**src/rtl/game_ui_pkg.sv**
```systemverilog
// Shared types and constants for the health-bar UI script sequencer:
// FSM encoding, ROM word field layout, HOLD marker and reset values.
package game_ui_pkg;

  typedef enum logic [2:0] {
    ST_IDLE  = 3'd0,
    ST_FETCH = 3'd1,
    ST_LATCH = 3'd2,
    ST_WAIT  = 3'd3,
    ST_APPLY = 3'd4,
    ST_DONE  = 3'd5
  } ui_seq_state_t;

  localparam int UI_RST_BIT  = 63;
  localparam int UI_X_LSB    = 53;
  localparam int UI_Y_LSB    = 43;
  localparam int UI_W_LSB    = 33;
  localparam int UI_H_LSB    = 23;
  localparam int UI_GEOM_W   = 10;
  localparam int UI_SENS_LSB = 16;
  localparam int UI_SENS_W   = 7;
  localparam int UI_WAIT_LSB = 0;
  localparam int UI_WAIT_W   = 16;

  localparam logic [UI_WAIT_W-1:0] UI_HOLD_MARKER = 16'hFFFF;
  localparam logic [UI_SENS_W-1:0] UI_SENS_RESET  = 7'd127;

  typedef struct packed {
    logic                 rst;
    logic [UI_GEOM_W-1:0] x;
    logic [UI_GEOM_W-1:0] y;
    logic [UI_GEOM_W-1:0] w;
    logic [UI_GEOM_W-1:0] h;
    logic [UI_SENS_W-1:0] sens;
    logic [UI_WAIT_W-1:0] wait_time;
  } ui_entry_t;

  function automatic logic is_hold(input logic [UI_WAIT_W-1:0] wait_time);
    return wait_time == UI_HOLD_MARKER;
  endfunction

endpackage

```
**src/rtl/game_ui_sequencer_if.sv**
```systemverilog
// Bus bundle between the UI script sequencer, the UI ROM and the health-bar
// renderer. master = sequencer side, slave = ROM/game/renderer side.
interface game_ui_sequencer_if #(
  parameter int ADDR_WIDTH    = 10,
  parameter int MAXIMUM_TIMES = 30,
  parameter int ENTRY_WIDTH   = 64
);
  import game_ui_pkg::*;

  // Handshake: no valid/ready; the ROM is fixed-latency with no backpressure,
  // so rom_data always reflects the rom_addr presented one cycle earlier.
  logic                     start;
  logic                     abort;
  logic [MAXIMUM_TIMES-1:0] current_time;
  logic [ADDR_WIDTH-1:0]    rom_addr;
  logic [ENTRY_WIDTH-1:0]   rom_data;
  logic [9:0]               health_bar_pos_x;
  logic [9:0]               health_bar_pos_y;
  logic [9:0]               health_bar_w;
  logic [9:0]               health_bar_h;
  logic [6:0]               health_bar_sensitivity;
  logic                     health_reset;
  logic                     entry_applied;
  logic [MAXIMUM_TIMES-1:0] next_ui_time;
  logic                     running;
  logic                     done;
  ui_seq_state_t            dbg_state;

  modport master (
    input  start, abort, current_time, rom_data,
    output rom_addr, health_bar_pos_x, health_bar_pos_y, health_bar_w,
           health_bar_h, health_bar_sensitivity, health_reset, entry_applied,
           next_ui_time, running, done, dbg_state
  );

  modport slave (
    output start, abort, current_time, rom_data,
    input  rom_addr, health_bar_pos_x, health_bar_pos_y, health_bar_w,
           health_bar_h, health_bar_sensitivity, health_reset, entry_applied,
           next_ui_time, running, done, dbg_state
  );

endinterface

```
**src/rtl/game_ui_entry_decode.sv**
```systemverilog
// Combinational unpack of one UI ROM word into its named fields; also used
// by the ROM reader so the field layout lives in one place.
module game_ui_entry_decode
  import game_ui_pkg::*;
#(
  parameter int ENTRY_WIDTH = 64
) (
  input  logic [ENTRY_WIDTH-1:0] word_i,
  output ui_entry_t              entry_o
);

  assign entry_o.rst       = word_i[UI_RST_BIT];
  assign entry_o.x         = word_i[UI_X_LSB    +: UI_GEOM_W];
  assign entry_o.y         = word_i[UI_Y_LSB    +: UI_GEOM_W];
  assign entry_o.w         = word_i[UI_W_LSB    +: UI_GEOM_W];
  assign entry_o.h         = word_i[UI_H_LSB    +: UI_GEOM_W];
  assign entry_o.sens      = word_i[UI_SENS_LSB +: UI_SENS_W];
  assign entry_o.wait_time = word_i[UI_WAIT_LSB +: UI_WAIT_W];

endmodule

```
**src/rtl/game_ui_sequencer.sv**
```systemverilog
// UI script sequencer: fetches ROM entries into shadow registers and applies
// them at their scheduled game time. GAME_UI_SEQ_LOOP_EN makes the script loop.
module game_ui_sequencer
  import game_ui_pkg::*;
#(
  parameter int ADDR_WIDTH    = 10,
  parameter int MAXIMUM_TIMES = 30,
  parameter int ENTRY_WIDTH   = 64
) (
  input  logic                clk_calculation,
  input  logic                reset_n,
  game_ui_sequencer_if.master bus
);

  ui_seq_state_t            state_q;
  logic [ADDR_WIDTH-1:0]    rom_addr_q;
  logic [MAXIMUM_TIMES-1:0] next_time_q;
  ui_entry_t                shadow_q;
  logic [9:0]               pos_x_q, pos_y_q, w_q, h_q;
  logic [6:0]               sens_q;
  logic                     health_reset_q, applied_q;

  ui_entry_t                rom_entry;
  logic                     script_end;
  logic [UI_WAIT_W-1:0]     step_wait;
  logic [MAXIMUM_TIMES-1:0] sched_time;

  game_ui_entry_decode #(.ENTRY_WIDTH(ENTRY_WIDTH)) u_decode (
    .word_i  (bus.rom_data),
    .entry_o (rom_entry)
  );

  // Schedules clamp at the end of the time range instead of wrapping back
  // into the past, which would fire the next entry immediately.
  function automatic logic [MAXIMUM_TIMES-1:0] sat_add(
    input logic [MAXIMUM_TIMES-1:0] t,
    input logic [UI_WAIT_W-1:0]     w
  );
    logic [MAXIMUM_TIMES:0] sum;
    sum = {1'b0, t} + {{(MAXIMUM_TIMES + 1 - UI_WAIT_W){1'b0}}, w};
    return sum[MAXIMUM_TIMES] ? '1 : sum[MAXIMUM_TIMES-1:0];
  endfunction

  assign script_end = is_hold(shadow_q.wait_time) || (&rom_addr_q);
`ifdef GAME_UI_SEQ_LOOP_EN
  assign step_wait  = is_hold(shadow_q.wait_time) ? '0 : shadow_q.wait_time;
`else
  assign step_wait  = shadow_q.wait_time;
`endif
  assign sched_time = sat_add(bus.current_time, step_wait);

  always_ff @(posedge clk_calculation or negedge reset_n) begin
    if (!reset_n) begin
      state_q        <= ST_IDLE;
      rom_addr_q     <= '0;
      next_time_q    <= '0;
      shadow_q       <= '{rst: 1'b0, x: '0, y: '0, w: '0, h: '0,
                          sens: UI_SENS_RESET, wait_time: '0};
      pos_x_q        <= '0;
      pos_y_q        <= '0;
      w_q            <= '0;
      h_q            <= '0;
      sens_q         <= UI_SENS_RESET;
      health_reset_q <= 1'b0;
      applied_q      <= 1'b0;
    end else begin
      health_reset_q <= 1'b0;
      applied_q      <= 1'b0;
      if (bus.abort) begin
        state_q <= ST_IDLE;
      end else begin
        case (state_q)
          ST_IDLE, ST_DONE: begin
            if (bus.start) begin
              rom_addr_q  <= '0;
              next_time_q <= bus.current_time;
              state_q     <= ST_FETCH;
            end
          end
          ST_FETCH: state_q <= ST_LATCH;
          ST_LATCH: begin
            shadow_q <= rom_entry;
            state_q  <= ST_WAIT;
          end
          // Active outputs and pulses are loaded on the edge entering APPLY,
          // so they are visible for exactly the APPLY cycle.
          ST_WAIT: begin
            if (bus.current_time >= next_time_q) begin
              pos_x_q        <= shadow_q.x;
              pos_y_q        <= shadow_q.y;
              w_q            <= shadow_q.w;
              h_q            <= shadow_q.h;
              sens_q         <= shadow_q.sens;
              health_reset_q <= shadow_q.rst;
              applied_q      <= 1'b1;
              state_q        <= ST_APPLY;
            end
          end
          ST_APPLY: begin
            if (script_end) begin
`ifdef GAME_UI_SEQ_LOOP_EN
              rom_addr_q  <= '0;
              next_time_q <= sched_time;
              state_q     <= ST_FETCH;
`else
              state_q     <= ST_DONE;
`endif
            end else begin
              rom_addr_q  <= rom_addr_q + 1'b1;
              next_time_q <= sched_time;
              state_q     <= ST_FETCH;
            end
          end
          default: state_q <= ST_IDLE;
        endcase
      end
    end
  end

  assign bus.rom_addr               = rom_addr_q;
  assign bus.next_ui_time           = next_time_q;
  assign bus.health_bar_pos_x       = pos_x_q;
  assign bus.health_bar_pos_y       = pos_y_q;
  assign bus.health_bar_w           = w_q;
  assign bus.health_bar_h           = h_q;
  assign bus.health_bar_sensitivity = sens_q;
  assign bus.health_reset           = health_reset_q;
  assign bus.entry_applied          = applied_q;
  assign bus.running                = (state_q != ST_IDLE) && (state_q != ST_DONE);
  assign bus.done                   = (state_q == ST_DONE);
  assign bus.dbg_state              = state_q;

endmodule

```
**src/flat_wrapper.sv**
```systemverilog
// flat-port wrapper written by rule: the top's interface ports become plain ports
module game_ui_sequencer_flat import game_ui_pkg::*;
#(
  parameter int ADDR_WIDTH    = 10,
  parameter int MAXIMUM_TIMES = 30,
  parameter int ENTRY_WIDTH   = 64
)
  (clk_calculation, reset_n, bus_start, bus_abort, bus_current_time, bus_rom_data, bus_rom_addr, bus_health_bar_pos_x, bus_health_bar_pos_y, bus_health_bar_w, bus_health_bar_h, bus_health_bar_sensitivity, bus_health_reset, bus_entry_applied, bus_next_ui_time, bus_running, bus_done, bus_dbg_state);
  game_ui_sequencer_if #(.ADDR_WIDTH(ADDR_WIDTH), .MAXIMUM_TIMES(MAXIMUM_TIMES), .ENTRY_WIDTH(ENTRY_WIDTH)) bus_i ();
  input  logic clk_calculation;
  input  logic reset_n;
  input wire logic [$bits(bus_i.start)-1:0] bus_start;
  input wire logic [$bits(bus_i.abort)-1:0] bus_abort;
  input wire logic [$bits(bus_i.current_time)-1:0] bus_current_time;
  input wire logic [$bits(bus_i.rom_data)-1:0] bus_rom_data;
  output wire logic [$bits(bus_i.rom_addr)-1:0] bus_rom_addr;
  output wire logic [$bits(bus_i.health_bar_pos_x)-1:0] bus_health_bar_pos_x;
  output wire logic [$bits(bus_i.health_bar_pos_y)-1:0] bus_health_bar_pos_y;
  output wire logic [$bits(bus_i.health_bar_w)-1:0] bus_health_bar_w;
  output wire logic [$bits(bus_i.health_bar_h)-1:0] bus_health_bar_h;
  output wire logic [$bits(bus_i.health_bar_sensitivity)-1:0] bus_health_bar_sensitivity;
  output wire logic [$bits(bus_i.health_reset)-1:0] bus_health_reset;
  output wire logic [$bits(bus_i.entry_applied)-1:0] bus_entry_applied;
  output wire logic [$bits(bus_i.next_ui_time)-1:0] bus_next_ui_time;
  output wire logic [$bits(bus_i.running)-1:0] bus_running;
  output wire logic [$bits(bus_i.done)-1:0] bus_done;
  output wire logic [$bits(bus_i.dbg_state)-1:0] bus_dbg_state;
  assign bus_i.start = bus_start;
  assign bus_i.abort = bus_abort;
  assign bus_i.current_time = bus_current_time;
  assign bus_i.rom_data = bus_rom_data;
  assign bus_rom_addr = bus_i.rom_addr;
  assign bus_health_bar_pos_x = bus_i.health_bar_pos_x;
  assign bus_health_bar_pos_y = bus_i.health_bar_pos_y;
  assign bus_health_bar_w = bus_i.health_bar_w;
  assign bus_health_bar_h = bus_i.health_bar_h;
  assign bus_health_bar_sensitivity = bus_i.health_bar_sensitivity;
  assign bus_health_reset = bus_i.health_reset;
  assign bus_entry_applied = bus_i.entry_applied;
  assign bus_next_ui_time = bus_i.next_ui_time;
  assign bus_running = bus_i.running;
  assign bus_done = bus_i.done;
  assign bus_dbg_state = bus_i.dbg_state;
  game_ui_sequencer #(.ADDR_WIDTH(ADDR_WIDTH), .MAXIMUM_TIMES(MAXIMUM_TIMES), .ENTRY_WIDTH(ENTRY_WIDTH)) u_core (.clk_calculation(clk_calculation), .reset_n(reset_n), .bus(bus_i));
endmodule
```
**config.mk**
```make
export PLATFORM = sky130hd
export DESIGN_NAME = game_ui_sequencer_flat
export DESIGN_NICKNAME = d
export VERILOG_FILES = /design/src/rtl/game_ui_pkg.sv /design/src/rtl/game_ui_sequencer_if.sv /design/src/rtl/game_ui_entry_decode.sv /design/src/rtl/game_ui_sequencer.sv /design/src/flat_wrapper.sv
export SDC_FILE = /design/constraint.sdc
export NUM_CORES = 1
export LEC_CHECK = 0
export ABC_AREA = 1
export BUFFER_PORTS_ARGS = -buffer_cell sky130_fd_sc_hd__buf_2
export CORE_ASPECT_RATIO = 2
export CORE_MARGIN = 1
export CORE_UTILIZATION = 45
export CTS_CLUSTER_SIZE = 10
export DETAILED_ROUTE_END_ITERATION = 12
export GPL_ROUTABILITY_DRIVEN = 0
export PLACE_DENSITY = 0.72
export SETUP_SLACK_MARGIN = 0.2
export SKIP_LAST_GASP = 1
export SLEW_MARGIN = 20
export SYNTH_ARGS = -nofsm -noshare
export SYNTH_HDL_FRONTEND = slang
export SYNTH_SLANG_ARGS = --single-unit
```
**constraint.sdc**
```tcl
create_clock -name clk_calculation -period 4.05 [get_ports clk_calculation]
set_clock_uncertainty 0.2 [all_clocks]
set_input_delay 0.2025 -clock clk_calculation [delete_from_list [all_inputs] [get_ports clk_calculation]]
set_output_delay 0.2025 -clock clk_calculation [all_outputs]
set_load 0.1 [all_outputs]
```
; Word-level counts from Yosys, hierarchy flattened
; Index checks and enable logic that the tools add are counted.
; W data, S select, Z words.
[classes]
muxes = 18
bitwise = 1
n_addsub = 2
order_cmp = 1
reduce_logical = 11
eq_ne = 11
[op_table]
columns = op, n
row1 = $mux W30, 3
row2 = $pmux W30 S2, 1
row3 = $add A30 B16 Y31, 1
row4 = $ge A30 B30 Y1, 1
row5 = $mux W10, 2
row6 = $pmux W10 S2, 1
row7 = $eq A16 B16 Y1 const B, 1
row8 = $pmux W3 S5, 1
row9 = $mux W3, 4
row10 = $add A10 B1 Y10 const B, 1
row11 = $reduce_and A10 Y1, 1
row12 = $eq A3 B2 Y1 const B, 2
row13 = $eq A3 B3 Y1 const B, 2
row14 = $mux W1, 6
row15 = $ne A3 B3 Y1 const B, 2
row16 = $ne A2 B2 Y1 const B, 2
row17 = $reduce_and A2 Y1, 2
row18 = $reduce_and A4 Y1, 1
row19 = $eq A3 B1 Y1 const B, 1
row20 = $logic_not A3 Y1, 1
row21 = $ne A3 B2 Y1 const B, 1
row22 = $reduce_and A3 Y1, 1
row23 = $reduce_bool A3 Y1, 1
row24 = $reduce_bool A2 Y1, 1
row25 = 4 further kinds, 4
[word_totals]
regBits = 156
elab_cells = 61

; Depth between registers and ports, before layout
[depth]
ltp_word = 5
ltp_mapped = 18
depth_no_buf = 16

; Hierarchy
; Synthesis repeated with hierarchy kept, for this count alone.
[hier_totals]
cells_unflattened = 1221
area_unflattened_um2 = 9475.3
[modules_own_cells]
columns = mod, cells_each, area_per_inst_um2, instances, seq_area_each_um2
row1 = game_ui_sequencer, 1157, 8994.9, 1, 3921.3
row2 = game_ui_entry_decode, 64, 480.5, 1, 0.0

; Least setup slack after synthesis
; OpenSTA, ideal clock, no wires.
[synth_path]
path_type = register to output
start = register u_core.state_q[2], in the netlist u_core.bus.dbg_state[2]
end = output bus_done
path_slack_ns = 1.229
required_ns = 3.648
path_stages_with_launch = 3
path_buffers = 0
arrival_time_ns = 2.418
cell_sequence = dfrtp_1 -> nand2_2 -> nor2_1
[synth_via]
elab_chain_cells = 1
[synth_lines]
columns = item, line
row1 = "start, declared", game_ui_sequencer.sv:15  ; ui_seq_state_t state_q;
row2 = "start signal, assigned", game_ui_sequencer.sv:54  ; state_q <= ST_IDLE;
row3 = "start signal, assigned", game_ui_sequencer.sv:70  ; state_q <= ST_IDLE;
row4 = "start signal, assigned", game_ui_sequencer.sv:77  ; state_q <= ST_FETCH;
row5 = $eq A3 B3 Y1, game_ui_sequencer.sv:130  ; assign bus.done = (state_q == ST_DONE);
row6 = "end, declared", flat_wrapper.sv:26  ; output wire logic [$bits(bus_i.done)-1:0] bus_done;
; Every way passes these cells.

; Final worst setup path
[layout_path]
start = register u_core.state_q[2], in the netlist u_core.bus.dbg_state[2]
end = register u_core.next_time_q[26], in the netlist u_core.bus.next_ui_time[26]
[layout_via]
elab_chain_cells = 4
elab_cells_between_ends = 9
[layout_lines]
columns = item, line
row1 = $eq A3 B3 Y1 or $logic_not A3 Y1 (tied branches), game_ui_sequencer.sv:72  ; case (state_q)
row2 = $reduce_or A2 Y1, game_ui_sequencer.sv:72
row3 = $ne A2 B2 Y1 (no line) or $reduce_bool A2 Y1 (tied branches), n/a
row4 = $reduce_and A4 Y1 (no line), n/a
row5 = "end signal, assigned", game_ui_sequencer.sv:76  ; next_time_q <= bus.current_time;
row6 = "end signal, assigned", game_ui_sequencer.sv:110  ; next_time_q <= sched_time;
row7 = "end, declared", game_ui_sequencer.sv:17  ; logic [MAXIMUM_TIMES-1:0] next_time_q;
; Several ways; a longest one is shown, not always the timed one.
; A chain may end at the register's enable or synchronous reset.

==> run_results.csv <==
group,metric,value,unit
clocking,cts_htree_levels,4,
sta,tightestPinTransition,989,ps
clocking,cts_tree,"built",
setup_path,critical_path_class,"reg -> reg",
global_routing,antenna_found_initial,0,
power_and_ir_drop,switching_share,55.0,%
final_layout,layout_commonest_cell,"nand2_1",
final_layout,seq_area,3920,µm²
setup_path,crit_path_end_kind,"flip-flop",
yosys,synth_top_area_share,40.3,%
final_layout,mostFrequentLayoutCells,"nand2_1 (391), buf_2 (190), dfrtp_1 (142)",
place,hpwl,18200,µm
yosys,ys_seq_elements,156,
sta,worst_slack,1200,ps
drt,dr.pass1.iters,8,
global_routing,grt_usage,26.6,%
yosys,synth_compound_area_share,3.56,%
global_routing,grt_pass1_wl,40400,µm
floorplan,pin_count,192,
yosys,synth_simple_gate_area_share,28.2,%
final_layout,nNetsFinal,1524,
power_and_ir_drop,p_seq_share,27.1,%
drt,vias_per_cell,4.99,
final_layout,antennaDiodeCount,0,
final_layout,area_growth,31.0,%
place,dp_slack,1250,ps
drt,vias,8238,
setup_path,cp.required,4180,ps
yosys,synth.mux.area_fraction,8.16,%
setup_path,crit_arrival,2980,ps
yosys,ys_types,38,
yosys,synth_top_family_by_area,"simple AND/OR/NAND/NOR gates",
floorplan,core_area,19300,µm²
setup_path,critPathMaxFanout,46,
run_status,status,"finished, final reports clean",
clocking,clkSinkCount,156,
sta,slew_headroom,34.1,%
sta,rsz0062_at_grt,"false",
setup_path,cp-start-kind,"flip-flop",
floorplan,fp-row-count,72,
global_routing,gr-total-overflow,0,
yosys,synth_area,8820,µm²
sta,fmax,351,MHz
yosys,synth_edf_count,0,
sta,post-route-period-util,70.3,%
clocking,clkLatencyLatePin,440,ps
flow_run,drv_cap,0,
drt,drt_wl_total,25500,µm
setup_path,critical_path.cell_chain,"nand2_2 -> nor2_4 -> buf_4 -> inv_1 -> nor4_1 -> nand2_1 -> nand2_1 -> nand2_1 -> nor2_1 -> nor2_1",
drt,wl_per_cell,15.5,µm
power_and_ir_drop,switchingPower,0.00558,W
power_and_ir_drop,combPwrFrac,57.1,%
global_routing,grt_pass1_vias,8284,
yosys,yosys.area_share.xor_xnor,1.69,%
power_and_ir_drop,p_leak,6.13,nW
global_routing,grt_busiest_layer,"met2",
floorplan,die_h,200,µm
yosys,synth_cells,1098,
yosys,async_flop_share,100,%
final_layout,multiInputGateArea,4290,µm²
floorplan,die-area,20200,µm²
power_and_ir_drop,p_int,0.00457,W
drt,drc_errors,0,
clocking,cts_setup_buffers,0,
yosys,ys_warn_count,0,
final_layout,drive_gt1_share,23.4,%
global_routing,grt_use_met1,25.1,%
drt,drtIter0Drc,264,
power_and_ir_drop,pwr_density_cell,879,nW/µm²
floorplan,die_w,101,µm
clocking,cts_buffers,17,
power_and_ir_drop,clockPowerShare,15.8,%
power_and_ir_drop,irDropWorstVdd,0.000746,V
drt,antenna_left,0,
yosys,yosysSeqAreaShare,44.5,%
yosys,synth_top_cell_by_area,"dfrtp_1",
hold_path,hp-class,"in -> reg",
global_routing,grt_max_degree,100,
setup_path,slowest_delay,500,ps
global_routing,grt_use_met3,5.68,%
final_layout,fill_cells,1724,
yosys,yosys-top-cells-area,"dfrtp_1 (40%), nand2_1 (17%), mux2_2 (8.0%)",
setup_path,crit_path_top_delay_cell,"dfrtp_1",
clocking,clk_pin_slew,60,ps
yosys,synthFlopType,"dfrtp_1",
floorplan,start_util,45.7,%
sta,post-route-min-period,2850,ps
sta,final-hold-violation-count,0,
sta,setup_tns,0,ps
place,port_buffers,191,
sta,setup_viol,0,
yosys,synth-adder-area-share,6.90,%
setup_path,cp_common_cell,"nand2_1",
clocking,ctsRootBufferMaster,"clkbuf_16",
clocking,clk_path_buf_depth,2,
yosys,synth_area_per_cell,8.03,µm²
global_routing,grtUsageMet2,49.7,%
sta,slew_violations,0,
yosys,synth.net_count,1244,
[critical path: cells and delay by family, from the launching register on]
family	cells	cell delay (ps)
buffers and inverters	2	860
DFF	1	500
and+or+nand+nor	8	1160
[power groups by stage]
stage                     registers (W)  logic (W)  clock network (W)
after floorplan                 0.00530    0.00204                  0
after global placement          0.00274    0.00564                  0
after detailed placement        0.00276    0.00571                  0
after CTS                       0.00274    0.00579            0.00164
after global routing            0.00284    0.00619            0.00170
final                           0.00274    0.00580            0.00161
[through the flow]
stage / cell area, µm² / instances / total power, W / util, % / hold WS (ps)
2_1_floorplan: 8820 / 1098 / 0.00734 / - / -293
3_3_place_gp: 9990 / 1522 / 0.00837 / 51.8 / 151
3_5_place_dp: 9990 / 1522 / 0.00846 / 51.8 / 152
4_1_cts: 11500 / 1650 / 0.0102 / 59.9 / 64.7
5_1_grt: 11500 / 1650 / 0.0107 / 59.9 / 141
6_report: 11500 / 1650 / 0.0101 / 59.9 / 78.6
[state kept, by name, summed over array words and instances, names as in the netlist]
signal and flops:
u_core.bus.entry_applied 1, u_core.bus.health_bar_sensitivity 7, u_core.bus.rom_addr 10, u_core.shadow_q 48
u_core.step_wait 16, u_core.bus.health_bar_w 10, u_core.bus.health_bar_h 10, u_core.bus.health_bar_pos_x 10
u_core.bus.next_ui_time 30, u_core.bus.dbg_state 3, u_core.bus.health_bar_pos_y 10, u_core.bus.health_reset 1
[metal layers]
metal	up-vias	routed length, µm
met1	3840	8740
met5	-	0
met2	254	14000
met4	0	1720
met3	100	1100
li1	4044	-
[kinds of logic (layout without fill, tap and decap cells)]
logic type,Yosys count,after routing
simple gates,609,609
flops,156,156
buf+inv,145,438
mux,64,64
compound gates,59,59
fa+ha+maj,48,48
xor+xnor,17,17
[synth_stat cells, types with 2 or more instances]
library cell  count
nand3_1          59
nor2_2            2
nand2_1         391
o21ai_1          16
mux2_2           63
nand2_2           2
dfstp_2          14
nand3_2           3
xor2_1            7
nor3_1           10
o21ai_0           8
a21oi_1          27
ha_1             47
nand4_1           7
nor2_1          121
buf_2            21
nor4_1            2
dfrtp_1         142
xnor2_1          10
nand3b_1          6
inv_2             7
clkbuf_1          3
inv_1           106
buf_6             6
o31ai_1           5
[worst paths after layout]
| kind | start | end | slack [ps] | depth (start not counted) |
|---|---|---|---|---|
| setup reg to reg | u_core.bus.dbg_state[2] | u_core.bus.next_ui_time[26] | 1200 | 10 |
| setup / recovery | u_core.bus.dbg_state[2] | u_core.bus.next_ui_time[26] | 1200 | 10 |
| max in group asynchronous | reset_n | u_core.shadow_q[21] | 2530 | 3 |
| hold / removal | bus_current_time[1] | u_core.bus.next_ui_time[1] | 80 | 5 |
| min in group asynchronous | reset_n | u_core.shadow_q[45] | 190 | 2 |
| hold reg to reg | u_core.shadow_q[16] | u_core.bus.health_bar_sensitivity[0] | 260 | 2 |
[final cells by class]
class | count | area share [%]
Sequential cell | 156 | 34.0
Inverter | 114 | 3.73
Tap cell | 259 | 2.81
Clock buffer | 20 | 4.04
Timing Repair Buffer | 292 | 17.2
Clock inverter | 12 | 1.09
Multi-Input combinational cell | 797 | 37.2
[timing repair]
action	4_1_cts	5_1_grt
endpoints found under the hold margin	183	0
gates resized for setup	0	0
hold buffers	96	0
Note: power is estimated with default switching activity, not from simulation.
